**src/rtl/mc_ctrl_fsm.sv**
```systemverilog
// mc_ctrl_fsm: multicycle RISC-V control unit with memory wait/timeout, trap state and retire counter.
// Optional feature macro: BRANCH_BNE_EN (adds BNE decode on opcode 1100011, funct3=001).
module mc_ctrl_fsm #(
  parameter int MEM_TIMEOUT = 16,
  parameter int CNT_W       = 32
) (
  input  logic             clk,
  input  logic             rst_n,
  input  logic [31:0]      instr,
  input  logic             zero,
  input  logic             dMemAck,
  output logic [3:0]       ALUCtrl,
  output logic             ALUSrc,
  output logic             MemtoReg,
  output logic             RegWrite,
  output logic             MemRead,
  output logic             MemWrite,
  output logic             loadPC,
  output logic             PCSrc,
  output logic [2:0]       current_state,
  output logic             trap,
  output logic [1:0]       trap_cause,
  output logic [CNT_W-1:0] retired
);

  localparam int WAIT_W = (MEM_TIMEOUT < 1) ? 1 : $clog2(MEM_TIMEOUT + 1);
  localparam logic [WAIT_W-1:0] TIMEOUT_V = WAIT_W'(MEM_TIMEOUT);

  typedef enum logic [2:0] {
    S_IF = 3'b000, S_ID = 3'b001, S_EX = 3'b010,
    S_MEM = 3'b011, S_WB = 3'b100, S_TRAP = 3'b101
  } state_t;

  typedef enum logic [2:0] {
    C_LW = 3'd0, C_SW = 3'd1, C_R = 3'd2, C_I = 3'd3, C_BR = 3'd4
  } class_t;

  state_t            r_state, w_next;
  logic [31:0]       r_ir;
  logic [WAIT_W-1:0] r_wait;
  logic [CNT_W-1:0]  r_retired;
  logic [1:0]        r_cause;
  logic [3:0]        r_alu_ctrl;
  logic              r_alu_src, r_mem_to_reg;

  class_t      w_class;
  logic        w_illegal, w_alu_src, w_bne;
  logic [3:0]  w_alu;
  logic [6:0]  w_opcode, w_funct7;
  logic [2:0]  w_funct3;
  logic        w_unused_ir;

  assign w_opcode    = r_ir[6:0];
  assign w_funct3    = r_ir[14:12];
  assign w_funct7    = r_ir[31:25];
  assign w_unused_ir = ^{r_ir[24:15], r_ir[11:7]};

  // Instruction decode from the latched IR: class, ALU op, immediate select, legality
  always_comb begin
    w_class   = C_R;
    w_illegal = 1'b0;
    w_alu     = 4'b0010;
    w_alu_src = 1'b0;
    w_bne     = 1'b0;
    case (w_opcode)
      7'b0000011: begin w_class = C_LW; w_alu_src = 1'b1; end
      7'b0100011: begin w_class = C_SW; w_alu_src = 1'b1; end
      7'b0110011: begin
        w_class = C_R;
        case ({w_funct7, w_funct3})
          {7'b0000000, 3'b000}: w_alu = 4'b0010;
          {7'b0100000, 3'b000}: w_alu = 4'b0110;
          {7'b0000000, 3'b111}: w_alu = 4'b0000;
          {7'b0000000, 3'b110}: w_alu = 4'b0001;
          {7'b0000000, 3'b001}: w_alu = 4'b1001;
          {7'b0000000, 3'b101}: w_alu = 4'b1000;
          {7'b0100000, 3'b101}: w_alu = 4'b1010;
          {7'b0000000, 3'b010}: w_alu = 4'b0100;
          {7'b0000000, 3'b100}: w_alu = 4'b0101;
          default:              w_illegal = 1'b1;
        endcase
      end
      7'b0010011: begin
        w_class   = C_I;
        w_alu_src = 1'b1;
        case (w_funct3)
          3'b000: w_alu = 4'b0010;
          3'b010: w_alu = 4'b0100;
          3'b100: w_alu = 4'b0101;
          3'b110: w_alu = 4'b0001;
          3'b111: w_alu = 4'b0000;
          3'b001: begin
            if (w_funct7 == 7'b0000000) w_alu = 4'b1001;
            else                        w_illegal = 1'b1;
          end
          3'b101: begin
            if (w_funct7 == 7'b0000000)      w_alu = 4'b1000;
            else if (w_funct7 == 7'b0100000) w_alu = 4'b1010;
            else                             w_illegal = 1'b1;
          end
          default: w_illegal = 1'b1;
        endcase
      end
      7'b1100011: begin
        w_class = C_BR;
        w_alu   = 4'b0110;
`ifdef BRANCH_BNE_EN
        case (w_funct3)
          3'b000:  w_bne = 1'b0;
          3'b001:  w_bne = 1'b1;
          default: w_illegal = 1'b1;
        endcase
`else
        w_bne = 1'b0;
`endif
      end
      default: w_illegal = 1'b1;
    endcase
  end

  // Next-state selection and Moore strobes
  always_comb begin
    w_next   = r_state;
    loadPC   = 1'b0;
    PCSrc    = 1'b0;
    MemRead  = 1'b0;
    MemWrite = 1'b0;
    RegWrite = 1'b0;
    case (r_state)
      S_IF: w_next = S_ID;
      S_ID: begin
        if (w_illegal) w_next = S_TRAP;
        else           w_next = S_EX;
      end
      S_EX: begin
        case (w_class)
          C_LW, C_SW: w_next = S_MEM;
          C_BR: begin
            w_next = S_IF;
            loadPC = 1'b1;
            PCSrc  = zero ^ w_bne;
          end
          default: w_next = S_WB;
        endcase
      end
      S_MEM: begin
        MemRead  = (w_class == C_LW);
        MemWrite = (w_class == C_SW);
        // Ack takes priority over an expiring wait counter
        if (dMemAck)                                       w_next = S_WB;
        else if ((MEM_TIMEOUT != 0) && (r_wait == TIMEOUT_V)) w_next = S_TRAP;
        else                                               w_next = S_MEM;
      end
      S_WB: begin
        w_next   = S_IF;
        loadPC   = 1'b1;
        RegWrite = (w_class != C_SW);
      end
      S_TRAP:  w_next = S_TRAP;
      default: w_next = S_IF;
    endcase
  end

  // State, IR, wait/retire counters, trap cause and the EX-stable datapath controls
  always_ff @(posedge clk or negedge rst_n) begin
    if (!rst_n) begin
      r_state      <= S_IF;
      r_ir         <= 32'h0000_0000;
      r_wait       <= '0;
      r_retired    <= '0;
      r_cause      <= 2'b00;
      r_alu_ctrl   <= 4'b0000;
      r_alu_src    <= 1'b0;
      r_mem_to_reg <= 1'b0;
    end else begin
      r_state <= w_next;
      if (r_state == S_IF) r_ir <= instr;
      if (r_state != S_MEM)  r_wait <= '0;
      else if (!dMemAck)     r_wait <= r_wait + WAIT_W'(1);
      if ((r_state == S_WB) || ((r_state == S_EX) && (w_class == C_BR)))
        r_retired <= r_retired + CNT_W'(1);
      if ((w_next == S_TRAP) && (r_state != S_TRAP))
        r_cause <= (r_state == S_ID) ? 2'b01 : 2'b10;
      if ((r_state == S_ID) && (w_next == S_EX)) begin
        r_alu_ctrl   <= w_alu;
        r_alu_src    <= w_alu_src;
        r_mem_to_reg <= (w_class == C_LW);
      end else if ((w_next == S_IF) || (w_next == S_TRAP)) begin
        r_alu_ctrl   <= 4'b0000;
        r_alu_src    <= 1'b0;
        r_mem_to_reg <= 1'b0;
      end
    end
  end

  assign ALUCtrl       = r_alu_ctrl;
  assign ALUSrc        = r_alu_src;
  assign MemtoReg      = r_mem_to_reg;
  assign current_state = r_state;
  assign trap          = (r_state == S_TRAP);
  assign trap_cause    = r_cause;
  assign retired       = r_retired;

endmodule

```
**config.mk**
```make
export PLATFORM = sky130hd
export DESIGN_NAME = mc_ctrl_fsm
export DESIGN_NICKNAME = d
export VERILOG_FILES = /design/src/rtl/mc_ctrl_fsm.sv
export SDC_FILE = /design/constraint.sdc
export NUM_CORES = 1
export LEC_CHECK = 0
export BUFFER_PORTS_ARGS = -buffer_cell sky130_fd_sc_hd__clkbuf_2
export CORE_MARGIN = 2
export CORE_UTILIZATION = 50
export DETAILED_ROUTE_END_ITERATION = 8
export PLACE_DENSITY = 0.76
export SLEW_MARGIN = 20
export SYNTH_ARGS = -nofsm -noshare
export SYNTH_HDL_FRONTEND = slang
export SYNTH_SLANG_ARGS = --single-unit
export TNS_END_PERCENT = 20
```
**constraint.sdc**
```tcl
create_clock -name clk -period 2 [get_ports clk]
set_input_delay 0.6 -clock clk [delete_from_list [all_inputs] [get_ports clk]]
set_output_delay 0.6 -clock clk [all_outputs]
set_load 0.02 [all_outputs]
```
Word-level counts from Yosys, hierarchy flattened
Cells that the tools add are included.

storage, ports and cells
  memories = 0
  word-level logic and storage cells = 95
  RAM bits = 0
  ROM bits = 0
  output and inout port bits = 49
  register bits after elaboration = 80
  input port bits = 36
  latch bits = 0

cells by class
  shifts and indexed selects = 0
  mux-type cells = 34
  bitwise gates (word level) = 0
  reduce and logical (&&, ||, !) cells = 17
  add/sub/neg operators = 2
  divide/modulo/power cells = 0
  eq/ne operators = 34
  $lt $le $gt $ge = 0
  $mul = 0

operators by type and width
  cell                     count
  $eq A10 B3 Y1 const B    4
  $add A32 B1 Y32 const B  1
  $pmux W4 S8              1
  $eq A3 B3 Y1 const B     8
  $pmux W4 S6              1
  $eq A7 B6 Y1 const B     3
  $eq A10 B9 Y1 const B    2
  $mux W4                  5
  $pmux W3 S5              1
  $mux W1                  14
  $eq A3 B2 Y1 const B     4
  $logic_not A3 Y1         4
  $pmux W3 S4              1
  $pmux W4 S3              1
  $eq A10 B1 Y1 const B    1
  $eq A10 B2 Y1 const B    1
  $logic_not A10 Y1        1
  $mux W5                  2
  $eq A3 B1 Y1 const B     3
  $mux W3                  3
  $reduce_or A9 Y1         1
  $eq A7 B2 Y1 const B     1
  $eq A7 B5 Y1 const B     1
  $eq A7 B7 Y1 const B     1
  17 further kinds         22

Longest topological paths before layout
Gate-level depths: netlist (run 1).

  word-level depth = 11
  gate-level depth with buffers = 7
  depth with buffers taken out = 6

Least setup slack after synthesis (run 1)
No wires, ideal clock.

  path kind = register to output
  start = reg r_state[2], in the netlist current_state[2]
  end = out RegWrite
  path slack = -0.064 ns
  stages on the path, launching flop included = 4
  path buffers = 1
  data required time = 1.400 ns
  arrival = 1.464 ns
  cells stage by stage = dfrtp_1 > buf_2 > nor3b_1 > a21boi_0

between the ends
  cells in the longest elaborated chain, start to end = 2

ends and longest elaborated chain
  what                      RTL line  text
  start: declaration        38        state_t r_state, w_next;
  start signal: assignment  176       r_state <= w_next;
  $eq A3 B3 Y1              129       case (r_state)
  $mux W1                   129
  end: declaration          15        output logic RegWrite,

Every way passes these cells.

Worst setup path in the final report (run 1)
  start = reg r_ir[2]
  end = out RegWrite

between the ends
  cells in the longest elaborated chain, start to end = 4
  elaborated cells between the ends (all ways) = 7
  those cells by class = 5 x eq/ne; 2 x mux

ends and longest elaborated chain
  what                                  RTL line  text
  start: declaration                    39        logic [31:0] r_ir;
  start signal: assignment              177       if (r_state == S_IF) r_ir <= instr;
  $eq A7 B7 Y1 (tied with other cells)  65        case (w_opcode)
  $pmux W3 S4 *                         65
  $ne A3 B1 Y1 *                        157       RegWrite = (w_class != C_SW);
  $mux W1 *                             129

Mark *: on every way between the ends. The rest lies on a longest branch, timed or not.

==> run summary, run 1 <==
Routed Antenna Nets: 0
GRT Util Overall: 21.17%
Peak Freq: 453.8 MHz
met1 usage: 26.97%
vias in the first global route: 2,508
Clock Sinks: 65
r2r startpoint: r_ir[1]$_DFFE_PN0P_
met3 GRT Util: 5.506%
TritonCTS clock tree: built
antenna violations before repair: 0
Crit Path Class: reg -> out
Clk Latency, worst-skew pair: 0.35 ns
ys flop type: dfrtp_1
vias per std cell: 5.397
Final Critical Period: 2.204 ns
grt met2 use: 34.92%
cells after synthesis: 294
setup violators final: 11
commonest non-fill, non-tap cells in the layout: 65 x clkbuf_2, 62 x dfrtp_1, 27 x buf_4
fraction of layout instances using a drive strength above 1: 40.30%
Seq/Total Area, Yosys: 50.45%
gr ovfl total: 0
worst min path class: in -> async
Design Area, Final: 4165 um2
YS warnings: 0
Root Buffer: clkbuf_8
RSZ-0062 raised after global routing: yes
worst slew pin tran: 0.5326 ns
count of final hold-check violations: 0
DR WL/cell: 15.18 um
status: finished with violations
async set-reset flop share out of synthesis: 100.0%
cts bufs inserted: 9
Setup crit start kind: register
nets: 431
drt first pass iters: 6
Multi-input gate area: 1577 um2
clock-pin slew on the worst setup and hold paths: 0.07 ns
Iter 0 DRT Violations: 123
max-slew violations: 0
Finished Core Util: 66.35%
drt total wl: 7.194 mm
CTS Buffer Depth: 2
maximum vdd drop: 1.005 mV
fin crit share: 110.2%
reg-to-reg setup timing slack: -0.06 ns
largest net degree at the start of global routing: 66
Area Overhead vs Synth: 29.18%
PortBufs: 69
setup ws final: -0.2038 ns
Post-synth EDFFs: 0
CP Data Required Time: 1.40 ns
cell area power density: 1083 nW/um2
commonest non-fill, non-tap cell in the layout: clkbuf_2
Die Area: 7107 um2
I/O pin cnt: 85
post-place setup slack: 0.02462 ns
post-DP HPWL: 4.988 mm
worst reg2reg path endpoint: ALUSrc$_DFFE_PN0P_
Hold Worst Slack: 0.2623 ns
Cell Chain, Critical Path: nand4bb_4, nor3_4, buf_4, a21boi_1, clkbuf_2
Rel. slew slack: 64.24%
Mapped Area: 3224 um2
fillers: 489
Yosys reg bits: 65
Worst setup EP type: output pin
busiest grt layer: met2
htree depth: 3
max_cap viols: 0
Die X-Extent: 84.31 um
failing checks: negative setup slack
total number of vias: 2,558
first-pass GRT wire length: 11.94 mm
area post-placement: 3785 um2
# rows: 29
die height: 84.31 um
Antenna Cells: 0
gp weighted congestion: 0.8301
FF+latch area: 1630 um2
leakage power: 1.993 nW
post-route clock skew: 0.009015 ns
Worst R2R Path Depth: 6
Starting Density: 51.37%
Crit path arrival time: 1.60 ns
core box area: 6277 um2
Syn Nets: 333
Avg Cell Area, Syn: 10.97 um2
Distinct cells, synth: 49
CP peak stage delay: 0.39 ns
worst-path fanout max: 3
remaining routing DRC violations: 0
Crit-path slowest cell: dfrtp_1
Yosys cell counts, types with 3 or more instances:
library cell	number	share of area, %
nand2_1	22	2.6
a21oi_1	4	0.62
o2bb2ai_1	6	1.6
clkbuf_1	4	0.47
nand2b_1	7	1.4
nor3_1	12	1.9
buf_2	5	0.78
xnor2_1	17	4.6
dfrtp_1	65	50
ha_1	3	1.2
nor2b_1	4	0.78
nand3_1	14	2.2
inv_1	10	1.2
nand4_1	7	1.4
mux2_2	15	5.2
nor2_1	15	1.7
and3_1	9	1.7
xor2_1	20	5.4
nor3_2	7	2.2
o21ai_0	9	1.4
o21bai_1	3	0.70
critical path, delay by kind of cell, from the launching register on:
family          cells  cell delay (ns)
compound gates      1             0.07
buf+inv             2             0.31
simple gates        2             0.49
flops               1             0.39
registers in the layout (all words and copies together) (netlist names):
| name | cells |
|---|---|
| trap_cause | 2 |
| r_wait | 5 |
| current_state | 3 |
| ALUSrc | 1 |
| ALUCtrl | 4 |
| r_ir | 17 |
| MemtoReg | 1 |
| retired | 32 |
cell families (layout without fill, tap and decap cells):
kind of cell             count (synthesis)  in the layout  share of synthesized area, %
AND/OR/NAND/NOR                        118            118                         22.16
flip-flops                              65             65                         50.45
XOR/XNOR                                37             37                         10.05
AO/OA/AOI/OAI                           33             33                         7.451
buffers and inverters                   21            124                         2.871
multiplexers                            17             17                         5.859
adder cells (fa/ha/maj)                  3              3                         1.164
metrics by stage:
step	TNS, ns	power (mW)	std cells
final	-1.117	4.511	474
after global routing	-2.147	4.766	474
after CTS	-0.8338	4.425	471
after detailed placement	0	3.089	451
after global placement	0	3.015	451
after floorplan	0	2.619	294
where the power goes:
group | switching, mW | internal [mW]
combinational | 0.703 | 0.661
sequential | 0.325 | 1.57
clock | 0.517 | 0.739
layer usage:
layer / part of all wire [%] / up-vias
li1: - / 1229
met1: 44 / 1238
met2: 50 / 80
met3: 5.1 / 11
met4: 1.7 / 0
met5: 0 / -
worst max path at each step:
stage | from | to
final | r_ir[2]$_DFFE_PN0P_ | RegWrite
after global placement | dMemAck | ALUCtrl[1]$_DFFE_PN0P_
after floorplan | current_state[0]$_DFF_PN0_ | retired[25]$_DFFE_PN0P_
after detailed placement | current_state[1]$_DFF_PN0_ | retired[25]$_DFFE_PN0P_
after CTS | r_ir[3]$_DFFE_PN0P_ | PCSrc
after global routing | r_ir[2]$_DFFE_PN0P_ | RegWrite
repair_timing:
| item | in CTS | in global routing |
|---|---|---|
| gates resized for setup | 12 | 17 |
| hold buffers | 0 | 0 |
| endpoints found under the setup margin | 6 | 20 |
| buffers inserted | 4 | 3 |
| pin swaps | 1 | 4 |
layout make-up:
type / count / area share (%)
clock buffers: 12 / 3.485
clock inverters: 4 / 1.832
flip-flops and latches: 65 / 39.14
well taps: 77 / 2.313
repair buffers: 97 / 14.39
multi-input cells: 208 / 37.85
inverters: 11 / 0.9913
(Power assumes the default switching activity.)
==> run 2, diff against run 1 <==
Settings changed: GPL_TIMING_DRIVEN set to 0.
==> run summary, run 2 (same netlist as run 1, synthesis figures left out) <==
CP Data Required Time: 1.40 ns
antenna violations before repair: 0
area post-placement: 3689 um2
setup ws final: -0.2180 ns
Iter 0 DRT Violations: 157
total number of vias: 2,594
max reg flops: 32
worst-path fanout max: 4
fraction of layout instances using a drive strength above 1: 42.11%
Starting Density: 51.37%
M1 WL: 3.118 mm
Area Overhead vs Synth: 32.01%
Crit path arrival time: 1.62 ns
top sig layer: met4
CTS Buffer Depth: 2
htree depth: 3
RSZ-0062 raised after global routing: yes
# rows: 29
vias in the first global route: 2,624
nets: 433
clock-pin slew on the worst setup and hold paths: 0.07 ns
worst slew pin tran: 0.5679 ns
Root Buffer: clkbuf_8
post-place setup slack: -0.2790 ns
worst min path class: in -> async
Crit Path Class: reg -> out
Hold Worst Slack: 0.2234 ns
reg-to-reg setup timing slack: -0.02 ns
remaining routing DRC violations: 0
cell area power density: 1031 nW/um2
max_cap viols: 0
maximum vdd drop: 0.6857 mV
cts bufs inserted: 9
failing checks: negative setup slack
GRT Util Overall: 22.69%
largest net degree at the start of global routing: 35
I/O pin cnt: 85
gr ovfl total: 0
max-slew violations: 0
Design Area, Final: 4257 um2
PortBufs: 69
commonest non-fill, non-tap cell in the layout: clkbuf_2
DR WL met2: 3.792 mm
Cell Chain, Critical Path: and4bb_2, and3_4, and3_1, clkbuf_8
Clock Sinks: 65
post-route clock skew: 0.008310 ns
Routed Antenna Nets: 0
final total power: 4.387 mW
CP peak stage delay: 0.40 ns
Peak Freq: 450.9 MHz
Die Area: 7107 um2
Crit path max-delay family: simple AND/OR/NAND/NOR gates
drt total wl: 7.521 mm
count of final hold-check violations: 0
fin crit share: 110.9%
Setup crit start kind: register
status: finished with violations
Clk Latency, worst-skew pair: 0.34 ns
drt first pass iters: 4
DR WL/cell: 15.80 um
Antenna Cells: 0
wire length on met3: 398 um
Rel. slew slack: 61.87%
fillers: 465
core box area: 6277 um2
Final Critical Period: 2.218 ns
vias per std cell: 5.450
gp weighted congestion: 0.7965
Worst Path Buf+Inv: 1
Worst setup EP type: output pin
commonest non-fill, non-tap cells in the layout: 64 x clkbuf_2, 61 x dfrtp_1, 21 x nand2_1
TritonCTS clock tree: built
Crit-path slowest cell: dfrtp_1
setup violators final: 11
first-pass GRT wire length: 12.74 mm
leakage power: 2.056 nW
post-DP HPWL: 4.898 mm
Die X-Extent: 84.31 um
die height: 84.31 um
==> run 2: cell count changes in the layout (fill, tap and decap cells not counted), sizes merged <==
cell / delta
clkinvlp: -1
bufinv: -1
buf: -4
clkbuf: +7
clkinv: +1
==> run 2: timing repair <==
action / 4_1_cts / 5_1_grt
hold buffers: 0 / 0
pin swaps: 8 / 7
endpoints found under the setup margin: 28 / 36
buffers inserted: 21 / 4
resized for setup: 37 / 20
==> run 2: report_power, final <==
group          switching, mW  internal, mW
clock network          0.492         0.608
registers              0.306          1.57
logic                  0.742         0.674
==> run 2: path summary, 6_finish.rpt <==
kind / start / endpoint / cells after the start
setup / recovery: r_ir[3]$_DFFE_PN0P_ / PCSrc / 4
hold / removal: rst_n / trap_cause[1]$_DFFE_PN0P_ / 1
setup reg to reg: current_state[1]$_DFF_PN0_ / retired[18]$_DFFE_PN0P_ / 8
hold reg to reg: retired[31]$_DFFE_PN0P_ / retired[31]$_DFFE_PN0P_ / 1
max in group asynchronous: rst_n / retired[4]$_DFFE_PN0P_ / 2
min in group clk: instr[12] / r_ir[12]$_DFFE_PN0P_ / 3
==> run 2: stage by stage <==
stage | TNS, ns | cells | util, %
after global placement | -7.319 | 440 | 58.40
after CTS | -1.196 | 477 | 66.73
after global routing | -3.380 | 476 | 67.81
after detailed placement | -3.547 | 441 | 58.76
final | -0.9892 | 476 | 67.81
after floorplan | 0 | 294 | -
==> run 2: area by class of cell <==
class | instances | area, um2 | area share (%)
clock inverter | 3 | 40.04 | 0.9406
inverter | 11 | 41.29 | 0.9700
sequential | 65 | 1632 | 38.33
clock buffer | 13 | 148.9 | 3.498
timing repair buffer | 91 | 575.6 | 13.52
multi-input combinational | 208 | 1664 | 39.09
tap | 77 | 96.34 | 2.263
buffer | 8 | 58.81 | 1.382
==> run 2: metal layers <==
| metal | track usage [%] | vias up |
|---|---|---|
| li1 | - | 1238 |
| met1 | 27.62 | 1257 |
| met2 | 37.16 | 78 |
| met3 | 5.703 | 21 |
| met4 | 12.17 | 0 |
| met5 | 0 | - |
==> run 3, diff against run 2 <==
Settings changed: CORE_MARGIN 2 to unset.
==> run summary, run 3 (same netlist as run 1, synthesis figures left out) <==
CP Data Required Time: 1.40 ns
Area Overhead vs Synth: 29.84%
worst min path class: in -> async
failing checks: negative setup slack
setup_tns: -1.469 ns
Iter 0 DRT Violations: 144
Die Area: 6774 um2
worst slew pin tran: 0.5491 ns
TritonCTS clock tree: built
DR WL/cell: 15.68 um
largest net degree at the start of global routing: 41
fillers: 474
fraction of layout instances using a drive strength above 1: 41.48%
max reg flops: 32
post-DP HPWL: 4.817 mm
Starting Density: 53.20%
worst reg2reg path endpoint: ALUSrc$_DFFE_PN0P_
PortBufs: 69
post-place setup slack: -0.2525 ns
Worst R2R Path Depth: 6
RSZ-0062 raised after global routing: yes
antenna violations before repair: 0
Peak Freq: 450.2 MHz
Clk Latency, worst-skew pair: 0.34 ns
r2r startpoint: r_ir[1]$_DFFE_PN0P_
cts bufs inserted: 9
remaining routing DRC violations: 0
FF+latch area: 1633 um2
max-slew violations: 0
Worst setup EP type: output pin
I/O pin cnt: 85
CTS Buffer Depth: 2
Root Buffer: clkbuf_8
fin crit share: 111.1%
vias in the first global route: 2,373
cell area power density: 1056 nW/um2
Routed Antenna Nets: 0
# rows: 28
core box area: 6061 um2
gr ovfl total: 0
clock-pin slew on the worst setup and hold paths: 0.07 ns
vias per std cell: 5.485
count of final hold-check violations: 0
nets: 427
maximum vdd drop: 0.6949 mV
die height: 82.31 um
htree depth: 3
drt total wl: 7.340 mm
GRT Util Overall: 22.32%
commonest non-fill, non-tap cells in the layout: 64 x clkbuf_2, 60 x dfrtp_1, 21 x nand2_1
setup ws final: -0.2213 ns
Setup crit start kind: register
worst-path fanout max: 7
Crit path arrival time: 1.62 ns
Rel. slew slack: 63.28%
status: finished with violations
reg-to-reg setup timing slack: -0.06 ns
max_cap viols: 0
first-pass GRT wire length: 11.20 mm
post-route clock skew: 0.007154 ns
Clock Sinks: 65
leakage power: 1.990 nW
Die X-Extent: 82.31 um
setup violators final: 19
Final Critical Period: 2.221 ns
Finished Core Util: 69.08%
commonest non-fill, non-tap cell in the layout: clkbuf_2
total number of vias: 2,567
Antenna Cells: 0
Multi-input gate area: 1649 um2
Crit Path Class: reg -> out
gp weighted congestion: 0.8159
drt first pass iters: 4
## run 3: cell types whose count changed in the layout (fill, tap and decap cells not counted), moves of 2 or more
cell / before / now
clkbuf_8: 13 / 11
clkbuf_4: 3 / 1
nor3_4: 5 / 3
nor3_1: 3 / 5
clkinvlp_4: 0 / 2
buf_8: 0 / 2
buf_6: 8 / 4
## run 3: stage by stage
stage / cells / total power, mW / area (um2) / hold slack [ns]
floorplan: 294 / 2.619 / 3224 / 0.3044
global placement: 438 / 2.925 / 3664 / 0.4587
detailed placement: 439 / 2.978 / 3686 / 0.4578
CTS: 459 / 4.268 / 4044 / 0.2009
global route: 468 / 4.639 / 4187 / 0.2251
finish: 468 / 4.422 / 4187 / 0.1957
## run 3: how the worst max path moves through the flow
stage | from | end | slack (ns)
2_1_floorplan | current_state[0]$_DFF_PN0_ | retired[25]$_DFFE_PN0P_ | 0.03
3_5_place_dp | r_ir[2]$_DFFE_PN0P_ | MemtoReg$_DFFE_PN0P_ | -0.25
6_report | r_ir[3]$_DFFE_PN0P_ | RegWrite | -0.22
5_1_grt | r_ir[3]$_DFFE_PN0P_ | MemRead | -0.30
3_3_place_gp | r_ir[2]$_DFFE_PN0P_ | ALUCtrl[2]$_DFFE_PN0P_ | -0.18
4_1_cts | r_ir[3]$_DFFE_PN0P_ | MemWrite | -0.26
## run 3: cell type report
cell class	count	area share, %
multi-input cells	208	39.39
flip-flops and latches	65	39.00
repair buffers	84	12.19
clock buffers	11	3.377
well taps	75	2.241
plain buffers	9	1.494
clock inverters	5	1.315
inverters	11	0.9863
## run 3: report_power, final
group	internal, mW	leakage (nW)	switching [mW]
sequential	1.56	0.843	0.297
combinational	0.688	1.05	0.751
clock	0.606	0.0953	0.515
## run 3: metal layers
layer  up-vias  GRT usage (%)  part of all wire [%]
li1       1228              -                     -
met1      1245          27.77                    41
met2        77          36.86                    51
met3        17          4.725                   5.5
met4         0          10.70                   2.1
met5         -              0                     0
## run 3: repair_timing
action	4_1_cts	5_1_grt
endpoints found under the hold margin	0	0
cloned	0	0
setup buffers	5	9
endpoints found under the setup margin	29	41
pin swaps	7	8
hold buffers	0	0
gates resized for setup	27	23
## run 3: worst max-delay path, cell delays in order, from the launching register on
cell       delay [ns]
dfrtp_1          0.39
nand4bb_4        0.25
nor3_4           0.26
buf_4            0.17
a21boi_2         0.06
buf_6            0.16
